===== config.mk =====
export PLATFORM = sky130hd
export DESIGN_NAME = fetch_ctrl
export DESIGN_NICKNAME = d
export VERILOG_FILES = /design/src/rtl/fetch_pkg.sv /design/src/rtl/fetch_fifo.sv /design/src/rtl/fetch_ctrl.sv
export SDC_FILE = /design/constraint.sdc
export NUM_CORES = 1
export LEC_CHECK = 0
export CELL_PAD_IN_SITES_DETAIL_PLACEMENT = 1
export CELL_PAD_IN_SITES_GLOBAL_PLACEMENT = 1
export CORE_ASPECT_RATIO = 0.5
export CORE_UTILIZATION = 51
export CTS_BUF_LIST = sky130_fd_sc_hd__clkbuf_4 sky130_fd_sc_hd__clkbuf_8
export DETAILED_ROUTE_END_ITERATION = 12
export HOLD_SLACK_MARGIN = 0.08
export PLACE_DENSITY = 0.91
export SYNTH_ARGS = -nofsm -noshare
export SYNTH_HDL_FRONTEND = slang
export SYNTH_SLANG_ARGS = --single-unit

===== constraint.sdc =====
create_clock -name clk -period 5.7 [get_ports clk]
set_input_delay 1.14 -clock clk [delete_from_list [all_inputs] [get_ports clk]]
set_output_delay 1.14 -clock clk [all_outputs]
set_load 0.03 [all_outputs]

===== src/rtl/fetch_pkg.sv =====
// Shared types and constants for the instruction-fetch sequencer.
package fetch_pkg;

   typedef enum logic {
      IDLE = 1'b0,
      RUN  = 1'b1
   } fetch_state_e;

   typedef struct packed {
      logic [31:0] pc;
      logic [31:0] instr;
   } fetch_entry_t;

   localparam logic [31:0] INSTR_BYTES = 32'd4;

endpackage


===== src/rtl/fetch_fifo.sv =====
// Small synchronous FIFO with a synchronous clear, used both for tracking
// the addresses of in-flight fetches and for buffering returned instructions.
// DEPTH must be a power of two so the pointers wrap on their own.
module fetch_fifo #(
   parameter int WIDTH = 32,
   parameter int DEPTH = 4
) (
   input  logic                     clk,
   input  logic                     reset_n,
   input  logic                     clear,
   input  logic                     push,
   input  logic [WIDTH-1:0]         push_data,
   input  logic                     pop,
   output logic [WIDTH-1:0]         pop_data,
   output logic                     full,
   output logic                     empty,
   output logic [$clog2(DEPTH):0]   count
);

   localparam int PTR_W = $clog2(DEPTH);
   localparam logic [PTR_W:0] DEPTH_CNT = (PTR_W + 1)'(DEPTH);

   logic [WIDTH-1:0] mem [DEPTH];
   logic [PTR_W-1:0] wr_ptr;
   logic [PTR_W-1:0] rd_ptr;
   logic [PTR_W:0]   count_q;
   logic             push_en;
   logic             pop_en;

   assign pop_en   = pop && !empty;
   assign push_en  = push && (!full || pop_en);
   assign full     = (count_q == DEPTH_CNT);
   assign empty    = (count_q == '0);
   assign count    = count_q;
   assign pop_data = mem[rd_ptr];

   // Storage array; contents need no reset because empty masks the head.
   always_ff @(posedge clk) begin
      if (push_en) begin
         mem[wr_ptr] <= push_data;
      end
   end

   // Pointers and fill level; clear wins over any push or pop that cycle.
   always_ff @(posedge clk or negedge reset_n) begin
      if (!reset_n) begin
         wr_ptr  <= '0;
         rd_ptr  <= '0;
         count_q <= '0;
      end else if (clear) begin
         wr_ptr  <= '0;
         rd_ptr  <= '0;
         count_q <= '0;
      end else begin
         if (push_en) begin
            wr_ptr <= wr_ptr + 1'b1;
         end
         if (pop_en) begin
            rd_ptr <= rd_ptr + 1'b1;
         end
         if (push_en && !pop_en) begin
            count_q <= count_q + 1'b1;
         end else if (pop_en && !push_en) begin
            count_q <= count_q - 1'b1;
         end
      end
   end

endmodule


===== src/rtl/fetch_ctrl.sv =====
// Instruction-fetch sequencer: owns the PC, issues word fetches under a
// credit limit, pairs returned words with their addresses and hands them to
// decode. A redirect restarts fetch and turns everything older into garbage,
// whether buffered or still in flight.
module fetch_ctrl
   import fetch_pkg::*;
#(
   parameter logic [31:0] RESET_PC  = 32'h0000_0000,
   parameter int          BUF_DEPTH = 4
) (
   input  logic        clk,
   input  logic        reset_n,
   output logic        imem_req_o,
   output logic [31:0] imem_addr_o,
   input  logic        imem_gnt_i,
   input  logic        imem_rvalid_i,
   input  logic [31:0] imem_rdata_i,
   input  logic        redirect_i,
   input  logic [31:0] redirect_pc_i,
   input  logic        id_ready_i,
   output logic        if_valid_o,
   output logic [31:0] if_instr_o,
   output logic [31:0] if_pc_o
);

   localparam int CNT_W = $clog2(BUF_DEPTH) + 1;
   localparam logic [CNT_W:0] CREDIT_MAX = (CNT_W + 1)'(BUF_DEPTH);

   fetch_state_e     state_q;
   fetch_state_e     state_d;
   logic [31:0]      pc_q;
   logic [CNT_W-1:0] outstanding_q;
   logic [CNT_W-1:0] outstanding_d;
   logic [CNT_W-1:0] discard_q;
   logic [CNT_W-1:0] discard_d;
   logic [CNT_W:0]   credit_used;

   logic             grant;
   logic             rsp_accept;
   logic             buf_pop;

   logic [31:0]      rsp_pc;
   logic             addr_full;
   logic             addr_empty;
   logic [CNT_W-1:0] addr_count;

   fetch_entry_t     buf_push_entry;
   fetch_entry_t     buf_head;
   logic             buf_full;
   logic             buf_empty;
   logic [CNT_W-1:0] occupancy;

   assign credit_used    = {1'b0, outstanding_q} + {1'b0, occupancy};
   assign grant          = imem_req_o && imem_gnt_i;
   assign rsp_accept     = imem_rvalid_i && (discard_q == '0) && !redirect_i && !addr_empty;
   assign buf_pop        = !buf_empty && id_ready_i && !redirect_i;
   assign buf_push_entry = '{pc: rsp_pc, instr: imem_rdata_i};

   assign imem_addr_o = pc_q;
   assign if_valid_o  = !buf_empty;
   assign if_instr_o  = if_valid_o ? buf_head.instr : 32'h0;
   assign if_pc_o     = if_valid_o ? buf_head.pc    : 32'h0;

   // Addresses of live requests, oldest first, so each response finds its PC.
   fetch_fifo #(
      .WIDTH (32),
      .DEPTH (BUF_DEPTH)
   ) u_addr_fifo (
      .clk       (clk),
      .reset_n   (reset_n),
      .clear     (redirect_i),
      .push      (grant && !redirect_i),
      .push_data (pc_q),
      .pop       (rsp_accept),
      .pop_data  (rsp_pc),
      .full      (addr_full),
      .empty     (addr_empty),
      .count     (addr_count)
   );

   // Returned instructions waiting for decode, paired with their PCs.
   fetch_fifo #(
      .WIDTH ($bits(fetch_entry_t)),
      .DEPTH (BUF_DEPTH)
   ) u_instr_buf (
      .clk       (clk),
      .reset_n   (reset_n),
      .clear     (redirect_i),
      .push      (rsp_accept),
      .push_data (buf_push_entry),
      .pop       (buf_pop),
      .pop_data  (buf_head),
      .full      (buf_full),
      .empty     (buf_empty),
      .count     (occupancy)
   );

   // State register: IDLE only lasts for the first edge after reset.
   always_ff @(posedge clk or negedge reset_n) begin
      if (!reset_n) begin
         state_q <= IDLE;
      end else begin
         state_q <= state_d;
      end
   end

   // Next state and request: ask only while every possible response is
   // guaranteed a free buffer slot (the full flags are a redundant guard).
   always_comb begin
      state_d    = state_q;
      imem_req_o = 1'b0;
      case (state_q)
         IDLE: begin
            state_d = RUN;
         end
         RUN: begin
            imem_req_o = (credit_used < CREDIT_MAX) && !addr_full && !buf_full;
         end
      endcase
   end

   // Counter updates. Every response retires one outstanding request, stale
   // or not. On redirect, all live requests (the ones still tracked in the
   // address FIFO) become stale alongside those already stale, plus any
   // request granted now, minus a response arriving now.
   always_comb begin
      outstanding_d = outstanding_q + CNT_W'(grant) - CNT_W'(imem_rvalid_i);
      discard_d     = discard_q;
      if (redirect_i) begin
         discard_d = discard_q + addr_count + CNT_W'(grant) - CNT_W'(imem_rvalid_i);
      end else if (imem_rvalid_i && (discard_q != '0)) begin
         discard_d = discard_q - 1'b1;
      end
   end

   // Outstanding and discard registers.
   always_ff @(posedge clk or negedge reset_n) begin
      if (!reset_n) begin
         outstanding_q <= '0;
         discard_q     <= '0;
      end else begin
         outstanding_q <= outstanding_d;
         discard_q     <= discard_d;
      end
   end

   // Program counter: held while a request waits for its grant, stepped on
   // grant, and reloaded (word aligned) on redirect.
   always_ff @(posedge clk or negedge reset_n) begin
      if (!reset_n) begin
         pc_q <= RESET_PC;
      end else if (redirect_i) begin
         pc_q <= {redirect_pc_i[31:2], 2'b00};
      end else if (grant) begin
         pc_q <= pc_q + INSTR_BYTES;
      end
   end

endmodule


==> impl_metrics.py, run 1 <==
metrics = {
    "logic_synthesis": {
        "synthFlopType": "edfxtp_1",
        "synth_cell_types": 63,
        "netlist_instances": 980,
        "synth_area_um2": 17400,
        "synth-seq-area-share_pct": 70.9,
        "postSynthAreaPerCell_um2": 17.7,
        "synth_seq_cells": 419,
        "synth-edff-count": 368,
        "ys_async_sr_fraction_pct": 12.2,
        "ys_warn_count": 0,
    },
    "die": {
        "rows": 47,
        "coreArea_um2": 33300,
        "dieArea_um2": 34900,
        "die-height_um": 133,
        "die_w_um": 263,
        "ios": 168,
        "initial_core_util_pct": 52.2,
    },
    "pwr": {
        "finalPower_mw": 7.38,
        "vdd_drop_max_uv": 159,
        "cellPowerDensity_nw_per_um2": 358,
        "p_leak_nw": 6.62,
    },
    "place": {
        "place_inst": 1547,
        "post_dp_cell_area_um2": 19500,
        "io_buffers": 161,
        "dp_hpwl_mm": 28.7,
        "routabilityCongestion": 0.784,
        "post-place-ws_ns": 1.32,
    },
    "drt": {
        "ant_nets": 0,
        "drc": 0,
        "wl_per_cell_um": 31.9,
        "via_per_inst": 6.62,
        "finalWirelength_mm": 52.6,
        "via_count": 10900,
        "dr.pass1.iters": 5,
        "drt-initial-drc-count": 1371,
    },
    "timing": {
        "period_needed_ns": 4.81,
        "slew-limit-headroom_pct": 17.3,
        "finalHoldViolCount": 0,
        "fin_tns_setup_ns": 0,
        "fin_crit_sh_pct": 84.4,
        "worst_pin_slew_ns": 1.23,
        "finalWorstSetupSlack_ns": 0.887,
        "fmax_mhz": 208,
        "holdWs_ns": 0.527,
        "slew_violations": 0,
        "rsz0062_at_grt": "false",
        "clock_skew_ns": 0.0212,
        "finalSetupViolCount": 0,
    },
    "status": {
        "status": "finished clean",
    },
    "clock_tree": {
        "cts_resized": 0,
        "cts_setup_buffers": 0,
        "clk_path_buf_depth": 3,
        "cts.htree.levels": 2,
        "ctsHoldBuffers": 0,
        "cts_buffers": 56,
        "cts_tree": "yes",
        "cts_sinks": 419,
        "insertion_delay_ns": 0.64,
        "clk_pin_slew_ns": 0.07,
        "cts_root_buf": "clkbuf_8",
    },
    "critical_path": {
        "cp.arrival_ns": 3.67,
        "endpoint_kind": "output port",
        "regToRegSetupSlack_ns": 1.16,
        "crit_type": "flop to output port",
        "worstSetupStartpointType": "flop",
        "critPathMaxFanout": 50,
        "cp.required_ns": 4.56,
    },
    "global_routing": {
        "grt_pass1_vias": 11800,
        "grt_util_all_layers_pct": 30.7,
        "grt_pass1_wl_mm": 79.0,
        "grt_max_degree": 76,
        "grt-ovfl-total": 0,
        "antenna_found_initial": 0,
    },
    "cells_and_area": {
        "layout-drive-gt1-share_pct": 18.7,
        "nNetsFinal": 1255,
        "syn_to_final_growth_pct": 18.7,
        "stdcell_area_um2": 20600,
        "final_cells": 1651,
        "n_fill_cell": 2921,
        "n_antenna_cell": 0,
        "final_core_util_pct": 62.0,
    },
    "hold_path": {
        "holdCritPathClass": "flop to flop",
    },
    "run": {
        "max_cap_viol_count": 0,
    },
}
## placed cells by master (no fill, tap or decap), types with 6 or more instances in the layout
cell / netlist / routed
edfxtp_1: 368 / 368
clkdlybuf4s50_1: 0 / 159
mux4_2: 92 / 92
and2_1: 66 / 62
clkbuf_8: 0 / 58
dfrtp_1: 51 / 48
nand3_1: 32 / 32
nor2_1: 29 / 29
inv_1: 26 / 26
buf_4: 6 / 21
nand2_1: 20 / 20
or4_1: 20 / 20
o21ai_0: 18 / 18
nand4_1: 18 / 18
ha_1: 16 / 16
clkinv_1: 1 / 15
clkinv_2: 0 / 15
a31oi_1: 14 / 14
nor3_1: 12 / 12
a21oi_1: 10 / 10
o211ai_1: 10 / 10
o31ai_1: 10 / 10
nor2b_1: 9 / 9
xnor2_1: 8 / 8
clkbuf_4: 0 / 8
and4_1: 6 / 6
a22oi_1: 6 / 6
## where the power goes
| part | leakage (nW) | internal (mW) | total (mW) | switching (mW) |
|---|---|---|---|---|
| clock | 0.608 | 1.20 | 2.48 | 1.28 |
| sequential | 3.91 | 3.46 | 3.63 | 0.172 |
| combinational | 2.11 | 0.513 | 1.27 | 0.756 |
## per-layer routing
metal / track usage (%) / vias to the layer above / part of all wire [%]
met4: 12.3 / 0 / 4.1
li1: - / 4300 / -
met1: 40.1 / 5680 / 38
met3: 6.31 / 171 / 8.4
met2: 51.2 / 778 / 50
met5: 0 / - / 0
## flip-flops by register name, summed over array words and instances, names as in the netlist
| signal | flops |
|---|---|
| state_q | 1 |
| u_addr_fifo.count | 3 |
| u_addr_fifo.mem | 120 |
| u_instr_buf.mem | 248 |
| u_addr_fifo.rd_ptr | 2 |
| outstanding_q | 3 |
| imem_addr_o | 30 |
| discard_q | 3 |
| u_instr_buf.count | 3 |
| u_instr_buf.rd_ptr | 2 |
| u_instr_buf.wr_ptr | 2 |
| u_addr_fifo.wr_ptr | 2 |
## cell type report
class	count	area, um2	area share (%)
clock buffers	66	858	4.16
clock inverters	38	294	1.43
inverters	27	101	0.491
multi-input cells	476	4690	22.7
flip-flops and latches	419	12300	59.8
well taps	441	552	2.67
repair buffers	184	1800	8.72
## cells in the mapped netlist, types with 16 or more instances
library cell / number / area (um2)
clkbuf_1: 34 / 128
or4_1: 20 / 150
nand3_1: 32 / 160
nor2_1: 29 / 109
mux4_2: 92 / 2070
nand4_1: 18 / 113
ha_1: 16 / 200
edfxtp_1: 368 / 11100
and2_1: 66 / 413
o21ai_0: 18 / 90.1
nand2_1: 20 / 75.1
dfrtp_1: 51 / 1280
inv_1: 26 / 97.6
## cell families (layout without fill, tap and decap cells)
logic type                 after synthesis  in the layout  share of synthesized area [%]
AOI/OAI and AO/OA                       94             94                           3.74
and+or+nand+nor                        249            249                           8.56
muxes                                   95             95                           12.1
other                                    2              5                         0.0432
xor gates and xnor gates                12             12                          0.605
adders and majority gates               21             21                           1.73
DFF                                    419            419                           70.9
buffers and inverters                   88            315                           2.32
## path summary, 6_finish.rpt
check                                                    end                        startpoint  cells past startpoint
min reg2reg                       outstanding_q[2]$_DFF_PN0_        outstanding_q[2]$_DFF_PN0_                      1
min                               outstanding_q[2]$_DFF_PN0_        outstanding_q[2]$_DFF_PN0_                      1
max                                               imem_req_o  u_instr_buf.count[2]$_DFFE_PN0P_                      6
min in group asynchronous  u_addr_fifo.rd_ptr[1]$_DFFE_PN0P_                           reset_n                      2
max in group asynchronous  u_instr_buf.rd_ptr[0]$_DFFE_PN0P_                           reset_n                      2
max reg2reg                         discard_q[2]$_DFFE_PN0P_  u_instr_buf.count[2]$_DFFE_PN0P_                     13
## worst max-delay path: stages, from the launching register on
cell	delay (ns)
dfrtp_1	0.48
ha_1	0.33
nor4b_1	0.42
nand4_1	0.15
buf_4	0.32
inv_1	0.50
clkdlybuf4s50_1	0.84
Note: power is estimated with default switching activity, not from simulation.
==> inputs of run 2 (changes only) <==
==> constraint.sdc (replaced) <==
create_clock -name clk -period 4.7 [get_ports clk]
set_input_delay 0.94 -clock clk [delete_from_list [all_inputs] [get_ports clk]]
set_output_delay 0.94 -clock clk [all_outputs]
set_load 0.03 [all_outputs]
==> run 2 against run 1 <==
Core utilization increased by 0.28 points. Die area unchanged. Critical path depth down 2. Cell count increased by 0.36%. Largest power group unchanged. Flip-flop and latch count unchanged. Via count is 2.2% higher. Critical path type unchanged. Worst setup slack worse by 0.42 ns. Total power rose by 19%.
==> impl_metrics.py, run 2 (same netlist as run 1, synthesis figures left out) <==
metrics = {
    "place": {
        "io_buffers": 161,
        "dp_hpwl_mm": 29.9,
        "post-place-ws_ns": 0.714,
        "post_dp_cell_area_um2": 19700,
        "place_inst": 1554,
        "routabilityCongestion": 0.794,
    },
    "global_routing": {
        "grt_pass1_wl_mm": 80.7,
        "grt-ovfl-total": 0,
        "grt_max_degree": 76,
        "grt_util_all_layers_pct": 31.7,
        "antenna_found_initial": 2,
        "grt_pass1_vias": 11800,
    },
    "die": {
        "ios": 168,
        "dieArea_um2": 34900,
        "die_w_um": 263,
        "rows": 47,
        "coreArea_um2": 33300,
        "die-height_um": 133,
        "initial_core_util_pct": 52.2,
    },
    "critical_path": {
        "regToRegSetupSlack_ns": 0.98,
        "cp.arrival_ns": 3.30,
        "worstSetupStartpointType": "flop",
        "reg2reg_from": "u_instr_buf.count[2]$_DFFE_PN0P_",
        "regToRegEndpoint": "u_addr_fifo.count[1]$_DFFE_PN0P_",
        "crit_type": "flop to output port",
        "critPathMaxFanout": 47,
        "cp.required_ns": 3.76,
        "reg2reg_depth": 13,
        "endpoint_kind": "output port",
    },
    "cells_and_area": {
        "stdcell_area_um2": 20700,
        "n_fill_cell": 2928,
        "mostFrequentLayoutCells": "edfxtp_1, clkdlybuf4s50_1, mux4_2",
        "nNetsFinal": 1262,
        "final_cells": 1657,
        "layout-drive-gt1-share_pct": 18.5,
        "layout_commonest_cell": "edfxtp_1",
        "largest_reg_flops": 248,
        "syn_to_final_growth_pct": 19.2,
        "final_core_util_pct": 62.3,
        "n_antenna_cell": 0,
        "largest-register": "u_instr_buf.mem",
    },
    "clock_tree": {
        "cts_resized": 0,
        "cts_tree": "yes",
        "clk_path_buf_depth": 3,
        "cts_sinks": 419,
        "ctsHoldBuffers": 0,
        "insertion_delay_ns": 0.65,
        "cts_setup_buffers": 0,
        "clk_pin_slew_ns": 0.08,
        "cts.htree.levels": 2,
        "cts_root_buf": "clkbuf_8",
        "cts_buffers": 56,
    },
    "timing": {
        "slew_violations": 0,
        "worst_pin_slew_ns": 1.19,
        "period_needed_ns": 4.24,
        "slew-limit-headroom_pct": 20.1,
        "fmax_mhz": 236,
        "holdWs_ns": 0.486,
        "rsz0062_at_grt": "false",
        "finalHoldViolCount": 0,
        "finalSetupViolCount": 0,
        "fin_tns_setup_ns": 0,
        "clock_skew_ns": 0.0273,
        "fin_crit_sh_pct": 90.1,
        "finalWorstSetupSlack_ns": 0.463,
    },
    "drt": {
        "met1_length_mm": 19.5,
        "wl_met3_mm": 5.20,
        "via_per_inst": 6.74,
        "dr.pass1.iters": 7,
        "drc": 0,
        "top_layer": "met5",
        "drt-initial-drc-count": 1444,
        "wl_per_cell_um": 32.7,
        "wl_met2_mm": 27.4,
        "ant_nets": 0,
        "via_count": 11200,
        "finalWirelength_mm": 54.2,
    },
    "pwr": {
        "vdd_drop_max_uv": 202,
        "finalPower_mw": 8.81,
        "cellPowerDensity_nw_per_um2": 425,
        "p_leak_nw": 6.64,
    },
    "status": {
        "status": "finished clean",
    },
    "hold_path": {
        "holdCritPathClass": "input port to async pin",
    },
    "run": {
        "max_cap_viol_count": 0,
    },
}
==> run 2: cell types whose count changed in the layout (fill, tap and decap cells not counted) <==
cell             before  now
buf_12                2   12
buf_4                21   19
bufinv_16             4    1
clkbuf_4              8   15
clkdlybuf4s50_1     159  158
clkinv_1             15   23
clkinv_2             15    5
clkinvlp_4            2    0
inv_6                 1    0
==> run 2: how the worst max path moves through the flow <==
stage / from / to / slack, ns / cells past startpoint
global route: u_instr_buf.count[2]$_DFFE_PN0P_ / if_pc_o[11] / 0.32 / 4
detailed placement: imem_rvalid_i / u_addr_fifo.count[1]$_DFFE_PN0P_ / 0.71 / 9
floorplan: u_instr_buf.count[2]$_DFFE_PN0P_ / u_addr_fifo.mem[0][10]$_DFFE_PP_ / 0.31 / 6
global placement: imem_rvalid_i / u_addr_fifo.count[1]$_DFFE_PN0P_ / 0.97 / 9
CTS: u_instr_buf.rd_ptr[0]$_DFFE_PN0P_ / if_instr_o[2] / 0.46 / 4
finish: u_instr_buf.count[0]$_DFFE_PN0P_ / if_pc_o[13] / 0.46 / 4
==> run 2: area by class of cell <==
| cell class | count | area (um2) | share of cell area (%) |
|---|---|---|---|
| sequential | 419 | 12300 | 59.5 |
| multi-input combinational | 476 | 4690 | 22.6 |
| timing repair buffer | 191 | 1970 | 9.53 |
| clock buffer | 73 | 911 | 4.40 |
| tap | 441 | 552 | 2.66 |
| clock inverter | 30 | 160 | 0.773 |
| inverter | 27 | 101 | 0.489 |
==> run 2: layer usage <==
layer  GRT usage (%)  vias up
li1                -     4314
met1            40.3     5764
met3            7.30      186
met4            12.2        4
met2            53.8      900
met5               0        -
==> run 2: power breakdown <==
part / total (mW) / switching (mW) / leakage [nW] / internal (mW)
clock: 2.82 / 1.50 / 0.566 / 1.33
combinational: 1.59 / 0.941 / 2.17 / 0.645
sequential: 4.40 / 0.207 / 3.91 / 4.19
==> run 2: worst max-delay path: stages (launching register included) <==
cell and delay (ns):
dfrtp_1 0.49, or3_2 0.82, buf_4 0.40, and2_1 0.20, clkdlybuf4s50_1 0.72
==> inputs of run 3 (changes only) <==
--- a/config.mk
+++ b/config.mk
@@ -7,12 +7,13 @@
 export LEC_CHECK = 0
 export CELL_PAD_IN_SITES_DETAIL_PLACEMENT = 1
 export CELL_PAD_IN_SITES_GLOBAL_PLACEMENT = 1
-export CORE_ASPECT_RATIO = 0.5
+export CORE_ASPECT_RATIO = 1.5
 export CORE_UTILIZATION = 51
 export CTS_BUF_LIST = sky130_fd_sc_hd__clkbuf_4 sky130_fd_sc_hd__clkbuf_8
 export DETAILED_ROUTE_END_ITERATION = 12
-export HOLD_SLACK_MARGIN = 0.08
+export HOLD_SLACK_MARGIN = 0.02
 export PLACE_DENSITY = 0.91
+export RECOVER_POWER = 50
 export SYNTH_ARGS = -nofsm -noshare
 export SYNTH_HDL_FRONTEND = slang
 export SYNTH_SLANG_ARGS = --single-unit
==> run 3 against run 2 <==
The run now ends with DRC, capacitance limit, slew limit left. First-iteration DRC count down 52%. Total power up 2.6%. Cell count down 1.3%. Wire length down 23%. Critical endpoint is now u_instr_buf.mem[3][36]$_DFFE_PP_. Largest power group unchanged.
==> impl_metrics.py, run 3 (same netlist as run 1, synthesis figures left out) <==
metrics = {
    "clock_tree": {
        "cts_tree": "yes",
        "cts_buffers": 57,
        "insertion_delay_ns": 0.63,
        "cts_resized": 0,
        "cts_setup_buffers": 0,
        "clk_path_buf_depth": 3,
        "clk_pin_slew_ns": 0.07,
        "ctsHoldBuffers": 0,
        "cts.htree.levels": 2,
        "cts_sinks": 419,
        "cts_root_buf": "clkbuf_8",
    },
    "global_routing": {
        "antenna_found_initial": 1,
        "grt-ovfl-total": 0,
        "grt_pass1_vias": 11200,
        "grt_util_all_layers_pct": 24.8,
        "grt_max_degree": 66,
        "grt_pass1_wl_mm": 65.0,
    },
    "drt": {
        "via_per_inst": 6.13,
        "dr.pass1.iters": 9,
        "drc": 12,
        "finalWirelength_mm": 41.9,
        "via_count": 10000,
        "drt-initial-drc-count": 689,
        "wl_per_cell_um": 25.6,
        "ant_nets": 0,
    },
    "pwr": {
        "p_leak_nw": 6.68,
        "clkPwrFrac_pct": 34.7,
        "finalPower_mw": 9.03,
        "combinationalPowerShare_pct": 16.8,
        "intPower_mw": 6.58,
        "vdd_drop_max_uv": 450,
        "cellPowerDensity_nw_per_um2": 435,
        "seqPwrFrac_pct": 48.5,
        "netSwitchingPower_mw": 2.45,
        "p_sw_share_pct": 27.2,
    },
    "timing": {
        "rsz0062_at_grt": "false",
        "worst_pin_slew_ns": 2.12,
        "slew_violations": 142,
        "clock_skew_ns": 0.0362,
        "period_needed_ns": 4.22,
        "fin_tns_setup_ns": 0,
        "fmax_mhz": 237,
        "finalSetupViolCount": 0,
        "slew-limit-headroom_pct": -41.4,
        "finalHoldViolCount": 0,
        "fin_crit_sh_pct": 89.8,
    },
    "die": {
        "dieArea_um2": 34800,
        "ios": 168,
        "rows": 82,
        "die-height_um": 228,
        "initial_core_util_pct": 52.0,
        "coreArea_um2": 33400,
        "die_w_um": 153,
    },
    "critical_path": {
        "critPathMaxFanout": 39,
        "reg2reg_depth": 6,
        "critPathLaunch": "imem_rvalid_i",
        "crit_type": "input port to flop",
        "cp.required_ns": 4.99,
        "reg2reg_from": "discard_q[0]$_DFFE_PN0P_",
        "worstSetupStartpointType": "input port",
        "critPathCapture": "u_instr_buf.mem[3][36]$_DFFE_PP_",
        "regToRegSetupSlack_ns": 0.79,
        "cp.arrival_ns": 4.52,
        "endpoint_kind": "flop",
        "regToRegEndpoint": "u_instr_buf.mem[3][36]$_DFFE_PP_",
    },
    "cells_and_area": {
        "largest_reg_flops": 248,
        "mostFrequentLayoutCells": "edfxtp_1, clkdlybuf4s50_1, mux4_2",
        "layout-drive-gt1-share_pct": 18.3,
        "seq_area_um2": 12300,
        "nNetsFinal": 1258,
        "n_fill_cell": 2963,
        "layout_commonest_cell": "edfxtp_1",
        "syn_to_final_growth_pct": 19.6,
        "multiInputGateArea_um2": 4690,
        "largest-register": "u_instr_buf.mem",
        "final_core_util_pct": 62.1,
    },
    "run": {
        "max_cap_viol_count": 4,
    },
    "hold_path": {
        "hp-start": "outstanding_q[2]$_DFF_PN0_",
        "holdCritPathClass": "flop to flop",
    },
    "place": {
        "io_buffers": 161,
        "routabilityCongestion": 0.869,
        "dp_hpwl_mm": 26.3,
    },
    "status": {
        "violations": "DRC, capacitance limit, slew limit",
        "status": "complete, but fails checks",
    },
}
==> run 3: per-stage QoR <==
stage                     hold WS (ns)  instances  area [um2]  setup WS, ns
after CTS                        0.328       1634       20800         0.451
after detailed placement         0.491       1528       19500         0.914
after global placement           0.468       1528       19500          1.10
final                            0.513       1635       20800         0.477
after floorplan                  0.453        983       17400         0.314
after global routing             0.540       1635       20800         0.319
==> run 3: how the worst min path moves through the flow <==
stage | end | slack (ns) | cells past startpoint
detailed placement | outstanding_q[2]$_DFF_PN0_ | 0.49 | 1
finish | outstanding_q[2]$_DFF_PN0_ | 0.51 | 1
CTS | u_addr_fifo.wr_ptr[1]$_DFFE_PN0P_ | 0.33 | 1
floorplan | outstanding_q[2]$_DFF_PN0_ | 0.45 | 1
global route | outstanding_q[2]$_DFF_PN0_ | 0.54 | 1
global placement | outstanding_q[2]$_DFF_PN0_ | 0.47 | 1
==> run 3: layer usage <==
| layer | up-vias | routed length (um) | part of all wire [%] | global-route usage, % |
|---|---|---|---|---|
| met5 | - | 0 | 0 | 0 |
| met4 | 0 | 2010 | 4.8 | 12.9 |
| met3 | 131 | 2060 | 4.9 | 3.67 |
| met2 | 397 | 22200 | 53 | 44.5 |
| met1 | 5193 | 15600 | 37 | 28.8 |
| li1 | 4305 | - | - | - |
==> run 3: critical path, cell delays in order <==
cell	delay [ns]
dlygate4sd3_1	0.71
and3b_1	0.44
o2111a_1	0.46
and2_1	1.63
buf_12	0.30
==> run 3: cell type report <==
type | count | share of cell area [%]
diodes | 1 | 0.0120
clock buffers | 70 | 4.30
clock inverters | 36 | 1.90
inverters | 27 | 0.488
multi-input cells | 476 | 22.6
flip-flops and latches | 419 | 59.3
well taps | 420 | 2.53
repair buffers | 186 | 8.86
==> run 3: power by group through the flow <==
stage                     Clock [mW]  Sequential, mW  Combinational, mW
after CTS                       3.18            4.38               1.54
final                           3.13            4.38               1.52
after global placement             0            4.44               1.42
after detailed placement           0            4.45               1.51
after global routing            3.30            4.40               1.62
after floorplan                    0            4.42              0.917
